### src/rtl/serial_frame_receiver.sv
// Serial frame receiver: start bit, WIDTH data bits (LSB- or MSB-first), stop bit,
// delivered through a single-entry valid/ready output register.
module serial_frame_receiver #(
  parameter int WIDTH = 8
) (
  input  logic             clk,
  input  logic             rst,
  input  logic             serial_in,
  input  logic             bit_en,
  input  logic             msb_first,
  output logic [WIDTH-1:0] data_out,
  output logic             data_valid,
  input  logic             data_ready,
  output logic             busy,
  output logic             frame_err,
  output logic             overrun
);

  localparam int CW = $clog2(WIDTH);

  typedef enum logic [1:0] {
    IDLE,
    DATA,
    STOP
  } state_t;

  state_t          state;
  state_t          state_next;
  logic [CW-1:0]   cnt;
  logic [WIDTH-1:0] sh;
  logic            mode;
  logic            last_bit;
  logic            start_bit;
  logic            good_frame;
  logic            bad_frame;

  assign last_bit   = (cnt == CW'(WIDTH - 1));
  assign start_bit  = bit_en && (state == IDLE) && !serial_in;
  assign good_frame = bit_en && (state == STOP) && serial_in;
  assign bad_frame  = bit_en && (state == STOP) && !serial_in;
  assign busy       = (state == DATA) || (state == STOP);

  always_ff @(posedge clk) begin
    if (rst) begin
      state <= IDLE;
    end else begin
      state <= state_next;
    end
  end

  always_comb begin
    state_next = state;
    if (bit_en) begin
      case (state)
        IDLE: if (!serial_in) state_next = DATA;
        DATA: if (last_bit) state_next = STOP;
        STOP: state_next = IDLE;
        default: state_next = IDLE;
      endcase
    end
  end

  // Shift mode is latched at the start bit so msb_first may change mid-frame.
  always_ff @(posedge clk) begin
    if (rst) begin
      cnt  <= '0;
      sh   <= '0;
      mode <= 1'b0;
    end else if (start_bit) begin
      cnt  <= '0;
      mode <= msb_first;
    end else if (bit_en && (state == DATA)) begin
      cnt <= cnt + 1'b1;
      if (mode) begin
        sh <= {sh[WIDTH-2:0], serial_in};
      end else begin
        sh <= {serial_in, sh[WIDTH-1:1]};
      end
    end
  end

  // A completing frame may reuse the slot only if it is empty or being consumed now.
  always_ff @(posedge clk) begin
    if (rst) begin
      data_out   <= '0;
      data_valid <= 1'b0;
      frame_err  <= 1'b0;
      overrun    <= 1'b0;
    end else begin
      frame_err <= bad_frame;
      overrun   <= good_frame && data_valid && !data_ready;
      if (good_frame && (!data_valid || data_ready)) begin
        data_out   <= sh;
        data_valid <= 1'b1;
      end else if (data_valid && data_ready) begin
        data_valid <= 1'b0;
      end
    end
  end

endmodule

### config.mk
export PLATFORM = sky130hd
export DESIGN_NAME = serial_frame_receiver
export DESIGN_NICKNAME = d
export VERILOG_FILES = /design/src/rtl/serial_frame_receiver.sv
export SDC_FILE = /design/constraint.sdc
export NUM_CORES = 1
export LEC_CHECK = 0
export ABC_CLOCK_PERIOD_IN_PS = 1360
export CAP_MARGIN = 25
export CORE_MARGIN = 2
export CORE_UTILIZATION = 47
export DETAILED_ROUTE_END_ITERATION = 7
export GPL_TIMING_DRIVEN = 0
export PLACE_DENSITY = 0.73
export SYNTH_ARGS = -nofsm -noshare
export SYNTH_HDL_FRONTEND = slang
export SYNTH_SLANG_ARGS = --single-unit
### constraint.sdc
create_clock -name clk -period 1.36 [get_ports clk]
set_input_delay 0.204 -clock clk [delete_from_list [all_inputs] [get_ports clk]]
set_output_delay 0.204 -clock clk [all_outputs]
set_load 0.05 [all_outputs]
======== Yosys cells after proc, flatten, opt, wreduce, memory -nomap -nowiden ========
Index checks and enable logic that the tools add are counted.
W data, S select, Z words.
storage, ports and cells
  register bits after elaboration ......... 25
  memory bits (writable) .................. 0
  word-level logic and storage cells ...... 41
  memories ................................ 0
  output and inout port bits .............. 12
  bits in latches ......................... 0
  bits in read-only memories .............. 0
  bits of input ports ..................... 6
operators by class
  multiplexer cells ....................... 6
  order comparisons ....................... 0
  shift operators ......................... 0
  $add $sub $neg .......................... 1
  reductions and logical operators ........ 20
  divide/modulo/power cells ............... 0
  multipliers ............................. 0
  bitwise logic cells ..................... 1
  eq/ne operators ......................... 5
operator list
  cell                   number
  $logic_and A1 B1 Y1    10
  $mux W8                1
  $mux W2                2
  $ne A2 B2 Y1 const B   2
  $pmux W2 S2            1
  $add A3 B1 Y3 const B  1
  $eq A3 B3 Y1 const B   1
  $logic_not A1 Y1       3
  $reduce_and A3 Y1      1
  $eq A2 B1 Y1 const B   1
  $eq A2 B2 Y1 const B   1
  $logic_not A2 Y1       1
  $logic_or A1 B1 Y1     2
  $mux W1                2
  $reduce_and A2 Y1      1
  $reduce_bool A2 Y1     1
  $reduce_or A2 Y1       1
  $not A1 Y1             1

======== Longest topological paths before layout ========
Gate-level depths: netlist of run 1.
  depth in word-level cells ............... 5
  gate-level depth with buffers ........... 7
  depth with buffers taken out ............ 5

======== Worst setup path before layout of run 1 ========
No wires, ideal clock.
  path type ............................... reg-to-reg
  start ................................... reg state[0]
  end ..................................... reg state[0]
  path slack .............................. 0.011 ns
  required time ........................... 1.288 ns
  setup time .............................. 0.072 ns
  arrival time ............................ 1.278 ns
  period minus slack after synthesis ...... 1.349 ns
  buffers on the path ..................... 0
  cell stages (with the launch flop) ...... 5
  path through ............................ dfxtp_1 > inv_1 > ha_1 > a221oi_1 > mux2i_1
between the ends
  longest elaborated chain between the ends .. 3
  elaborated cells on any way between the ends .. 6
  classes of those cells .................. eq/ne: 3; mux: 1; reduce/logical: 2
ends and longest elaborated chain
  element                                                  line  text
  start, declared                                          27    state_t state;
  start signal, assigned                                   47    state <= state_next;
  $eq A2 B1 Y1 / $logic_not A2 Y1 (equally long branches)  54    case (state)
  $ne A2 B2 Y1 (no line)                                   n/a
  $reduce_and A3 Y1 (no line)                              n/a
Several ways; a longest one is shown, not always the timed one.
A chain may end at the register's enable or synchronous reset.

======== Final worst setup path of run 1 ========
  start ................................... reg state[1]
  end ..................................... out busy
between the ends
  longest elaborated chain between the ends .. 2
  elaborated cells on any way between the ends .. 3
  classes of those cells .................. eq/ne: 2; reduce/logical: 1
ends and longest elaborated chain
  element                                              line  text
  $eq A2 B1 Y1 / $eq A2 B2 Y1 (equally long branches)  41    assign busy = (state == DATA) || (state == STOP);
  $logic_or A1 B1 Y1 (*)                               41
  end, declared                                        14    output logic busy,
Mark *: on every way between the ends. The rest lies on a longest branch, timed or not.

==> results.txt, run 1 <==
The number of antenna violations at the first check in global routing came out at 0. The startpoint class of the critical path is a flop. The number of rows in the core area came out at 18. Of the total power, the share spent switching nets is 0.295.

At the pin with the least slew margin, the transition time is 0.421 ns. The die covers approximately 0.003 mm^2. The tree is rooted in a clkbuf_4. The number of nets in the synthesized netlist is 135. The critical path class is flop to primary output.

Of the cells placed in the final design, the portion with a size suffix greater than 1 is 0.372. The number of vias per cell after detailed routing came out at 5.18. The worst path required time is 1.16 ns. The total of flip-flops plus latches after synthesis came out at 25. The synthesized-area fraction occupied by xor and xnor cells came out at 0.00708.

The maximum fanout count along the critical path came out at 3. TritonCTS built the clock tree. The sequential cell area fraction in the yosys report came out at 0.404. The global-route usage over all layers came out at 0.156. Final hold analysis gives a worst-case slack of 0.349 ns.

The initial utilization of the core area, before any placement, comes to 0.499. The max-slew violation count is 0. The max-slew headroom at the worst pin is 0.719. Buffers inserted to repair hold after CTS numbered 0. At the placement stage, the worst setup path has a slack of -0.376 ns. The wire-length estimate of the detail-placed layout is 1.64 mm. The worst hold path belongs to the class input pin to flop. The number of antenna diodes in the final layout is 0. Max-cap violations in this run came to 0. The number of routed nets with antenna violations came out at 0.

The total overflow left after global routing is 0. The final setup violation count is 1. The via count of the first global-routing pass is 850. The core occupancy in the finished layout came out at 0.665.

The number of buffers created by CTS came out at 3. The endpoint type of the worst setup path is a primary output. The top cell types in the final layout, fill and taps aside, are 22 x nand2b_1, 21 x dfxtp_1, 19 x mux2i_1.

The switching component of the power came out at 0.000441 W. The compound-gate portion of the synthesized area is 0.132. The first TritonRoute pass finished after 4 iterations. In the final routed layout, each cell accounts on average for 14.2 um. Summed over all cells, the static leakage comes to 0.567 nW. The most common library cell in the layout ignoring fill and taps is nand2b_1. The share of the cycle needed by the critical path after routing came out at 1.00. The maximum clock path buffer count came out at 2.

The total number of vias came out at between 900 and 1,000. 18 I/O pins were placed. The run finished, with violations left.

The final hold violation count is 0. The detailed router's first-iteration violation count is 8. After detailed routing, the number of remaining DRC violations is 0. The internal power contribution came out at between 0.001 and 0.0015 W. The first-pass GRT wire length is 3.78 mm. During synthesis, Yosys emitted a total of 0 warnings. Power spread over the standard cell area amounts to a little over 900 mW/mm^2.

Derived from the worst setup path, the maximum achievable clock frequency is 735 MHz. The highest ir drop seen on vdd came out at 0.611 mV. Setup repair after global routing could not meet its margin everywhere.

The clock reaches the later pin of the worst-skew pair after 0.31 ns. The checks that failed: negative setup slack. The core region is 0.00248 mm^2. The part of the total power dissipated in the clock network is 0.226. The clock-pin slew on the worst setup and hold paths came out at 0.14 ns. The critical path data arrival time is between 1 and 1.5 ns. The signed area change from the synthesized netlist to the final layout came out at 33.2%. The clock drives 25 sinks. The synthesized netlist occupies a cell area of around 0.0012 mm^2. For the finished layout, the period the worst path requires is 1.36 ns. CTS built an H-tree with a depth of 1. The largest net degree at the start of global routing came out at 15. The proportion of synthesized area in mux cells is 0.154. The sum of negative setup slack came out at -0.000506 ns. After technology mapping, the gate count stands at 122. After synthesis, the largest family of logic cells by area is simple AND/OR/NAND/NOR gates. The count of nets after finishing is around 160. The average cell area after synthesis is 10.1 um^2. The share of total power dissipated in combinational logic is 0.248. The height of the chip is approximately 55 um. The routed wire length is about 2.5 mm. The placer congestion estimate is between 0.6 and 0.7.

Of the total synthesized cell area, the portion taken by AND, OR, NAND and NOR gates is 0.176. The horizontal die dimension came out at 55.3 um. The share of power burned in registers came out at 0.526. Of the total synthesized cell area, the portion taken by full adders, half adders and majority gates is 0.0708.

On the final layout, the worst clock skew is 0.00294 ns. The power consumption is 0.00150 W. The number of fill cells in the layout is 216. The total of buffers placed on input and output ports came out at 17. The final worst setup slack is -0.000506 ns.

The number of distinct library cells after synthesis came out at 21.
critical path, stage by stage (launching register included):
cell and delay, ns:
dfxtp_4 0.40, inv_4 0.05, ha_4 0.26, buf_8 0.13
cells by family (layout without fill, tap and decap cells):
kind of cell,count (synthesis),after routing
mux,19,19
simple gates,38,38
buf+inv,12,38
xor+xnor,1,1
flops,25,25
fa+ha+maj,7,7
compound gates,20,20
final timing paths:
| kind | slack [ns] | startpoint | endpoint | cells past startpoint |
|---|---|---|---|---|
| setup / recovery | -0.0005 | state[1]$_SDFFE_PP0P_ | busy | 3 |
| hold / removal | 0.35 | serial_in | overrun$_SDFF_PP0_ | 3 |
| setup reg to reg | 0.02 | cnt[0]$_SDFFE_PP0P_ | state[1]$_SDFFE_PP0P_ | 5 |
| hold reg to reg | 0.47 | cnt[1]$_SDFFE_PP0P_ | cnt[1]$_SDFFE_PP0P_ | 2 |
cell type report:
cell class,count,area (um^2),share of cell area
Sequential cell,25,510,0.310
Tap cell,30,37.5,0.0228
Inverter,4,20.0,0.0121
Multi-Input combinational cell,85,772,0.468
Buffer,7,56.3,0.0342
Clock buffer,3,22.5,0.0137
Timing Repair Buffer,23,224,0.136
Clock inverter,1,5.00,0.00304
layer usage:
metal  vias to the layer above  global-route usage  wire length [um]  part of all wire
met4                         0              0.0523                95             0.038
met3                        10              0.0281                76             0.030
li1                        468                   -                 -                 -
met1                       424               0.191              1140              0.45
met5                         -                   0                 0                 0
met2                        20               0.274              1220              0.48
synthesized netlist by cell type:
master | count | area [um^2]
nand2b_1 | 23 | 144
nor2_1 | 2 | 7.51
inv_1 | 4 | 15.0
nand3b_1 | 1 | 7.51
mux2i_1 | 19 | 190
buf_4 | 1 | 7.51
and2_4 | 1 | 8.76
a211oi_2 | 8 | 100
xnor2_1 | 1 | 8.76
buf_6 | 2 | 22.5
ha_1 | 7 | 87.6
buf_2 | 4 | 20.0
a221oi_1 | 1 | 8.76
dfxtp_1 | 25 | 500
clkbuf_1 | 1 | 3.75
nand3_1 | 1 | 5.00
nor2b_1 | 1 | 6.26
nor3_1 | 2 | 10.0
a21oi_1 | 11 | 55.1
and2_1 | 1 | 6.26
nand2_1 | 6 | 22.5
repair_timing:
item,in CTS,in global routing
setup endpoints to repair,24,21
pin swaps,0,4
setup buffers,1,6
cloned,0,0
resized for setup,49,26
per-stage QoR:
step	std cells	area (um^2)
after floorplan	122	1240
after global placement	169	1450
after detailed placement	169	1450
after CTS	174	1530
after global routing	178	1650
final	178	1650
power groups by stage:
stage	Sequential [W]	Clock, W	Combinational (W)
2_1_floorplan	0.000796	0	0.000203
3_3_place_gp	0.000799	0	0.000258
3_5_place_dp	0.000800	0	0.000267
4_1_cts	0.000785	0.000346	0.000308
5_1_grt	0.000792	0.000369	0.000400
6_report	0.000788	0.000338	0.000371
registers in the layout, summed over array words and instances, names as in the netlist:
| name | flops |
|---|---|
| cnt | 3 |
| data_out | 8 |
| data_valid | 1 |
| frame_err | 1 |
| mode | 1 |
| overrun | 1 |
| sh | 8 |
| state | 2 |
(Power assumes the default switching activity.)
==> run 2, diff against run 1 <==
--- a/config.mk
+++ b/config.mk
@@ -5,13 +5,13 @@
 export SDC_FILE = /design/constraint.sdc
 export NUM_CORES = 1
 export LEC_CHECK = 0
-export ABC_CLOCK_PERIOD_IN_PS = 1360
 export CAP_MARGIN = 25
 export CORE_MARGIN = 2
 export CORE_UTILIZATION = 47
 export DETAILED_ROUTE_END_ITERATION = 7
 export GPL_TIMING_DRIVEN = 0
 export PLACE_DENSITY = 0.73
+export SKIP_CTS_REPAIR_TIMING = 1
 export SYNTH_ARGS = -nofsm -noshare
 export SYNTH_HDL_FRONTEND = slang
 export SYNTH_SLANG_ARGS = --single-unit
==> run 2 against run 1 <==
Against the previous run:
- the run still ends with negative setup slack left
- via count down 3.8%
- combinational power down 19%
- utilization down 4.3 points
- non-clock buffer count down 5
- sequential power about the same
- flip-flop and latch count unchanged
- first-iteration DRC count down 25%
- worst setup slack worse by 0.037 ns
- critical path depth unchanged
- total power down 4.8%
- critical path type unchanged
- largest power group unchanged
==> results.txt, run 2 (synthesized netlist as in run 1, its figures left out) <==
The number of fill cells in the layout is 226 (was 216). The final worst setup slack is -0.0379 ns (was -0.000506 ns). Commonest cells after routing, fill and taps aside: 23 x nand2b_1, 22 x dfxtp_1, 19 x mux2i_1 (was 22 x nand2b_1, 21 x dfxtp_1, 19 x mux2i_1).

The critical path class is flop to primary output (unchanged). The H-tree level count came out at 1 (unchanged). The number of buffers and inverters on the critical path came out at 2 (unchanged). The global-route usage over all layers came out at 0.148 (was 0.156). The initial cell density of the core came out at 0.499 (unchanged).

The most common library cell in the layout ignoring fill and taps is nand2b_1 (unchanged). The max-slew headroom at the worst pin was 0.663 (was 0.719). The type of the worst min-delay path is input pin to flop (unchanged).

The horizontal die dimension was 55.3 um (unchanged). The share of post-route cells with drive strength above 1 came out at 0.245 (was 0.372). The residual DRC count is 0 (unchanged). The number of routed nets with antenna violations came to 0 (unchanged). The detailed router's first-iteration violation count was 6 (was 8). The worst path required time came out at 1.16 ns (about the same).

The detailed-placement wirelength estimate came out at 1.64 mm (unchanged). The average wire per cell in the routed design came out at 13.5 um (was 14.2 um). The height of the chip is 55.3 um (unchanged). The share of the cycle needed by the critical path after routing is 1.03 (was 1.00). The number of antenna diodes is 0 (unchanged). The count of nets after finishing came to 157 (was 162). The sum of negative setup slack came to -0.0379 ns (was -0.000506 ns). The count of placed standard cells in the final layout, fillers left out is 173 (was 178). Violated checks: negative setup slack (unchanged).

The startpoint class of the critical path is a flop (unchanged). The CTS tree is built (unchanged). The routed wire length came out at 2.34 mm (was 2.52 mm). The total placed cells including tap cells is 169 (unchanged). The signed area change from the synthesized netlist to the final layout came to 24.6% (was 33.2%). The shortest period the worst path allows was 1.40 ns (was 1.36 ns). The cell type group with the largest total delay on the critical path is flip-flops (unchanged). The core area came out at 0.00248 mm^2 (unchanged). The top-level I/O count is 18 (unchanged). The power per standard cell area is 924 mW/mm^2 (was 908 mW/mm^2). The clock latency at the later pin of the worst-skew pair is 0.32 ns (was 0.31 ns). The slowest cell on the critical path is dfxtp_4 (unchanged). The maximum fanout count along the critical path came out at 4 (was 3).

Largest registers ranked by flip-flop count: data_out: 8 flops, sh: 8 flops, cnt: 3 flops (unchanged). The final hold violation count came out at 0 (unchanged). The total number of vias is 887 (was 922).

The final clock skew is 0.00551 ns (was 0.00294 ns). The actual slew at the worst max-slew pin is 0.505 ns (was 0.421 ns). The max-slew violation count is 0 (unchanged). Outcome: finished with violations (unchanged). The number of buffers created by CTS was 3 (unchanged). The endpoint type of the worst setup path is a primary output (unchanged). The number of clock sinks seen by CTS is 25 (unchanged). The highest ir drop seen on vdd came to 0.624 mV (was 0.611 mV). Unrepaired setup endpoints after global routing: yes (unchanged).

The via count of the first global-routing pass came out at 813 (was 850). The number of rows in the core area is 18 (unchanged). The critical path data arrival time came out at 1.19 ns (was 1.16 ns). Cell chain of the critical path: inv_4, ha_4, buf_4 (was inv_4, ha_4, buf_8).

The total of buffers placed on input and output ports came out at 17 (unchanged). The clock-pin slew on the worst setup and hold paths is 0.14 ns (about the same). The delay of the slowest critical-path stage came to 0.40 ns (about the same).

The final setup violation count came to 1 (unchanged). The number of vias per cell after detailed routing was 5.13 (was 5.18). The static leakage is 0.677 nW (was 0.567 nW). The root buffer cell is clkbuf_4 (unchanged). The maximum clock path buffer count came out at 2 (unchanged).

The placer congestion estimate came out at 0.674 (unchanged). The total global routing overflow came to 0 (unchanged). The largest net degree at the start of global routing came out at 15 (unchanged). The first-pass GRT wire length is 3.60 mm (was 3.78 mm).

The max capacitance violation total is 0 (unchanged). The number of detailed-routing iterations run before antenna repair is 4 (unchanged). The number of antenna violations at the first check in global routing is 0 (unchanged). The maximum operating frequency came out at 715 MHz (was 735 MHz). The floorplan die area is 0.00306 mm^2 (unchanged).
==> run 2: cell types whose count changed in the layout (fill, tap and decap cells not counted), sizes merged <==
cell           change
dlymetal6s2s       +8
buf                -5
clkbuf             +1
clkdlybuf4s15      -9
==> run 2: path summary, 6_finish.rpt <==
kind | start | end | slack (ns) | depth (start not counted)
worst min-delay path | serial_in | frame_err$_SDFF_PP0_ | 0.31 | 2
worst max register to register | state[1]$_SDFFE_PP0P_ | sh[1]$_SDFFE_PP0P_ | 0.02 | 6
worst min register to register | data_out[2]$_SDFFE_PP0P_ | data_out[2]$_SDFFE_PP0P_ | 0.48 | 2
worst max-delay path | state[0]$_SDFFE_PP0P_ | busy | -0.04 | 3
==> run 2: layer usage <==
layer | global-route usage | part of all wire | vias up
met5 | 0 | 0 | -
met4 | 0.0523 | 0.011 | 0
met3 | 0.0281 | 0.024 | 4
met2 | 0.252 | 0.49 | 13
met1 | 0.186 | 0.48 | 411
li1 | - | - | 459
==> run 2: power breakdown <==
group          total, W  switching (W)  internal, W  leakage (nW)
Combinational  0.000301       0.000161     0.000140         0.456
Clock          0.000335       0.000225     0.000110        0.0177
Sequential     0.000789      0.0000274     0.000762         0.204
==> run 2: area by class of cell <==
cell class | count | area, um^2 | share of cell area
Multi-Input combinational cell | 85 | 711 | 0.461
Sequential cell | 25 | 507 | 0.329
Timing Repair Buffer | 17 | 175 | 0.114
Buffer | 8 | 63.8 | 0.0414
Tap cell | 30 | 37.5 | 0.0244
Clock buffer | 3 | 22.5 | 0.0146
Inverter | 4 | 20.0 | 0.0130
Clock inverter | 1 | 5.00 | 0.00325
==> run 2: stage by stage <==
step / util / total power (W) / area, um^2 / hold WS (ns) / setup slack, ns
after floorplan: - / 0.000999 / 1240 / 0.281 / 0.0108
after global placement: 0.583 / 0.00106 / 1450 / 0.448 / -0.367
after detailed placement: 0.583 / 0.00107 / 1450 / 0.456 / -0.376
after CTS: 0.594 / 0.00140 / 1470 / 0.475 / -0.747
after global routing: 0.622 / 0.00149 / 1540 / 0.325 / -0.0772
final: 0.622 / 0.00142 / 1540 / 0.309 / -0.0379
==> run 3, diff against run 2 <==
--- a/config.mk
+++ b/config.mk
@@ -7,10 +7,9 @@
 export LEC_CHECK = 0
 export CAP_MARGIN = 25
 export CORE_MARGIN = 2
-export CORE_UTILIZATION = 47
+export CORE_UTILIZATION = 38
 export DETAILED_ROUTE_END_ITERATION = 7
 export GPL_TIMING_DRIVEN = 0
-export PLACE_DENSITY = 0.73
 export SKIP_CTS_REPAIR_TIMING = 1
 export SYNTH_ARGS = -nofsm -noshare
 export SYNTH_HDL_FRONTEND = slang
==> constraint.sdc (replaced) <==
create_clock -name clk -period 1.36 [get_ports clk]
set_input_delay 0.204 -clock clk [delete_from_list [all_inputs] [get_ports clk]]
set_output_delay 0.204 -clock clk [all_outputs]
set_load 0.02 [all_outputs]
==> run 3 against run 2 <==
Against the previous run:
- the run now ends clean
- sequential power hardly changed
- hold slack better by 0.16 ns
- clock power hardly changed
- clock skew is 0.0051 ns higher
- flip-flop and latch count stayed put
- via count is 0.34% higher
- final area is 7.2% higher
==> results.txt, run 3 (synthesized netlist as in run 1, its figures left out) <==
Outcome: complete, no violations (was finished with violations). The share of the cycle needed by the critical path after routing is 0.981 (was 1.03). The number of antenna violations at the first check in global routing came to 0 (unchanged).

The worst reg-to-reg path cell count came out at 6 (unchanged). The global-route usage over all layers was 0.140 (was 0.148). The final clock skew is 0.0106 ns (was 0.00551 ns). The core area came out at 0.00308 mm^2 (was 0.00248 mm^2). The endpoint type of the worst setup path is a primary output (unchanged).

The clock latency at the later pin of the worst-skew pair came out at 0.32 ns (about the same). The final hold violation count was 0 (unchanged). The power consumption came to 0.00145 W (was 0.00142 W).

The routed wire length came out at 2.32 mm (was 2.34 mm). The number of clock sinks seen by CTS came out at 25 (unchanged). The maximum clock path buffer count was 2 (unchanged). The H-tree level count is 1 (unchanged).

The met1 global-route usage is 0.174 (was 0.186). The via count of the first global-routing pass is 876 (was 813). The number of cells on the worst hold path came to 2 (unchanged). The share of power burned in registers came out at 0.544 (was 0.554). The critical path class is flop to primary output (unchanged).

Commonest cells after routing, fill and taps aside: 23 x nand2b_1, 22 x dfxtp_1, 19 x mux2i_1 (unchanged). The top-level I/O count came out at 18 (unchanged). The part of the total power dissipated in combinational logic came out at 0.226 (was 0.211). The slowest cell on the critical path is dfxtp_4 (unchanged). The actual slew at the worst max-slew pin was 0.388 ns (was 0.505 ns).

The floorplan die area is 0.00373 mm^2 (was 0.00306 mm^2). The maximum fanout count along the critical path came out at 4 (unchanged). The internal power contribution is 0.00104 W (was 0.00101 W). Cell chain of the critical path: inv_6, ha_4, buf_6 (was inv_4, ha_4, buf_4). Unrepaired setup endpoints after global routing: yes (unchanged).

The part of the total power dissipated in the clock network came to 0.229 (was 0.235). The detailed router's first-iteration violation count came out at 13 (was 6). The number of buffers and inverters on the critical path is 2 (unchanged). The number of buffers created by CTS came out at 3 (unchanged). The share of post-route cells with drive strength above 1 is 0.252 (was 0.245). The detailed-placement wirelength estimate is 1.60 mm (was 1.64 mm). The routing layer with the top usage in global route is met2 (unchanged). The largest net degree at the start of global routing is 15 (unchanged). The cell type group with the largest total delay on the critical path is flip-flops (unchanged). The static leakage is 0.751 nW (was 0.677 nW).

The clock-pin slew on the worst setup and hold paths came out at 0.14 ns (about the same). The height of the chip is 61.1 um (was 55.3 um). The number of antenna diodes is 0 (unchanged). The max-slew violation count came out at 0 (unchanged). The most common library cell in the layout ignoring fill and taps is nand2b_1 (unchanged). The switching power as a share of total power is 0.282 (was 0.290). The setup slack of the worst register-to-register path came out at 0.05 ns (was 0.02 ns).

The critical path data arrival time came out at 1.13 ns (was 1.19 ns). The horizontal die dimension is 61.1 um (was 55.3 um). The maximum operating frequency came to 750 MHz (was 715 MHz). The delay of the slowest critical-path stage came out at 0.41 ns (was 0.40 ns). The type of the worst min-delay path is flop to flop (was input pin to flop). The average wire per cell in the routed design came out at 12.2 um (was 13.5 um). The total global routing overflow is 0 (unchanged). The count of nets after finishing is 161 (was 157). The number of detailed-routing iterations run before antenna repair was 3 (was 4). The highest ir drop seen on vdd came out at 0.426 mV (was 0.624 mV). The sum of negative setup slack is 0 ns (was -0.0379 ns).

The CTS tree is built (unchanged). The placer congestion estimate is 0.746 (was 0.674). The signed area change from the synthesized netlist to the final layout is 33.6% (was 24.6%).

Largest registers ranked by flip-flop count: data_out: 8 flops, sh: 8 flops, cnt: 3 flops (unchanged). The met3 capacity usage during global routing is 0.0252 (was 0.0281). The critical path depth in cells is 3 (unchanged). The power per standard cell area came out at 877 mW/mm^2 (was 924 mW/mm^2).

The total number of vias came to 890 (was 887). The first-pass GRT wire length came out at 3.82 mm (was 3.60 mm). The number of routed nets with antenna violations came out at 0 (unchanged). The max capacitance violation total is 0 (unchanged).

The max-slew headroom at the worst pin is 0.741 (was 0.663). The number of rows in the core area is 20 (was 18). The startpoint class of the critical path is a flop (unchanged). The number of vias per cell after detailed routing is 4.66 (was 5.13). The residual DRC count came to 0 (unchanged).

The final hold slack came out at 0.472 ns (was 0.309 ns). The met2 layer usage reported by global route came out at 0.240 (was 0.252). The initial cell density of the core is 0.402 (was 0.499). The worst path required time was 1.16 ns (about the same). The switching component of the power came out at 0.000409 W (was 0.000413 W). The shortest period the worst path allows is 1.33 ns (was 1.40 ns).

The final setup violation count came to 0 (was 1). The root buffer cell is clkbuf_4 (unchanged). The total of buffers placed on input and output ports came out at 17 (unchanged).
## run 3: cell count changes in the layout (fill, tap and decap cells not counted), moves of 2 or more
| cell | change |
|---|---|
| buf_4 | +4 |
| clkbuf_2 | -3 |
| dlymetal6s2s_1 | +2 |
| ha_4 | +2 |
## run 3: tightest hold or removal path, stage by stage, from the launching register on
cell and delay [ns]:
dfxtp_1 0.34, nand2_1 0.05, a21oi_1 0.05
## run 3: power groups by stage
stage               logic (W)  clock network, W  registers, W
detailed placement   0.000251                 0      0.000800
CTS                  0.000253          0.000351      0.000784
finish               0.000328          0.000333      0.000789
global placement     0.000245                 0      0.000799
global route         0.000357          0.000378      0.000794
floorplan            0.000188                 0      0.000794
## run 3: stage by stage
step	util	instances	area [um^2]	worst slack (ns)
after global placement	0.475	183	1460	-0.238
after global routing	0.537	191	1650	-0.0228
after CTS	0.484	187	1490	-0.555
final	0.537	191	1650	0.0261
after floorplan	-	122	1240	0.0108
after detailed placement	0.475	183	1460	-0.273
## run 3: path summary, 6_finish.rpt
| check | start | to |
|---|---|---|
| worst max register to register | state[0]$_SDFFE_PP0P_ | sh[3]$_SDFFE_PP0P_ |
| worst min-delay path | cnt[1]$_SDFFE_PP0P_ | cnt[1]$_SDFFE_PP0P_ |
| worst min register to register | cnt[1]$_SDFFE_PP0P_ | cnt[1]$_SDFFE_PP0P_ |
| worst max-delay path | state[1]$_SDFFE_PP0P_ | busy |
## run 3: final cells by class
cell class / count / area (um^2)
fillers: 298 / 1430
multi-input cells: 85 / 746
flip-flops and latches: 25 / 509
repair buffers: 22 / 236
plain buffers: 7 / 56.3
well taps: 44 / 55.1
clock buffers: 3 / 22.5
inverters: 4 / 22.5
clock inverters: 1 / 5.00
## run 3: routing by layer
layer | wire length (um) | part of all wire
met3 | 63 | 0.027
met4 | 21 | 0.0090
met1 | 1120 | 0.48
met2 | 1120 | 0.48
met5 | 0 | 0
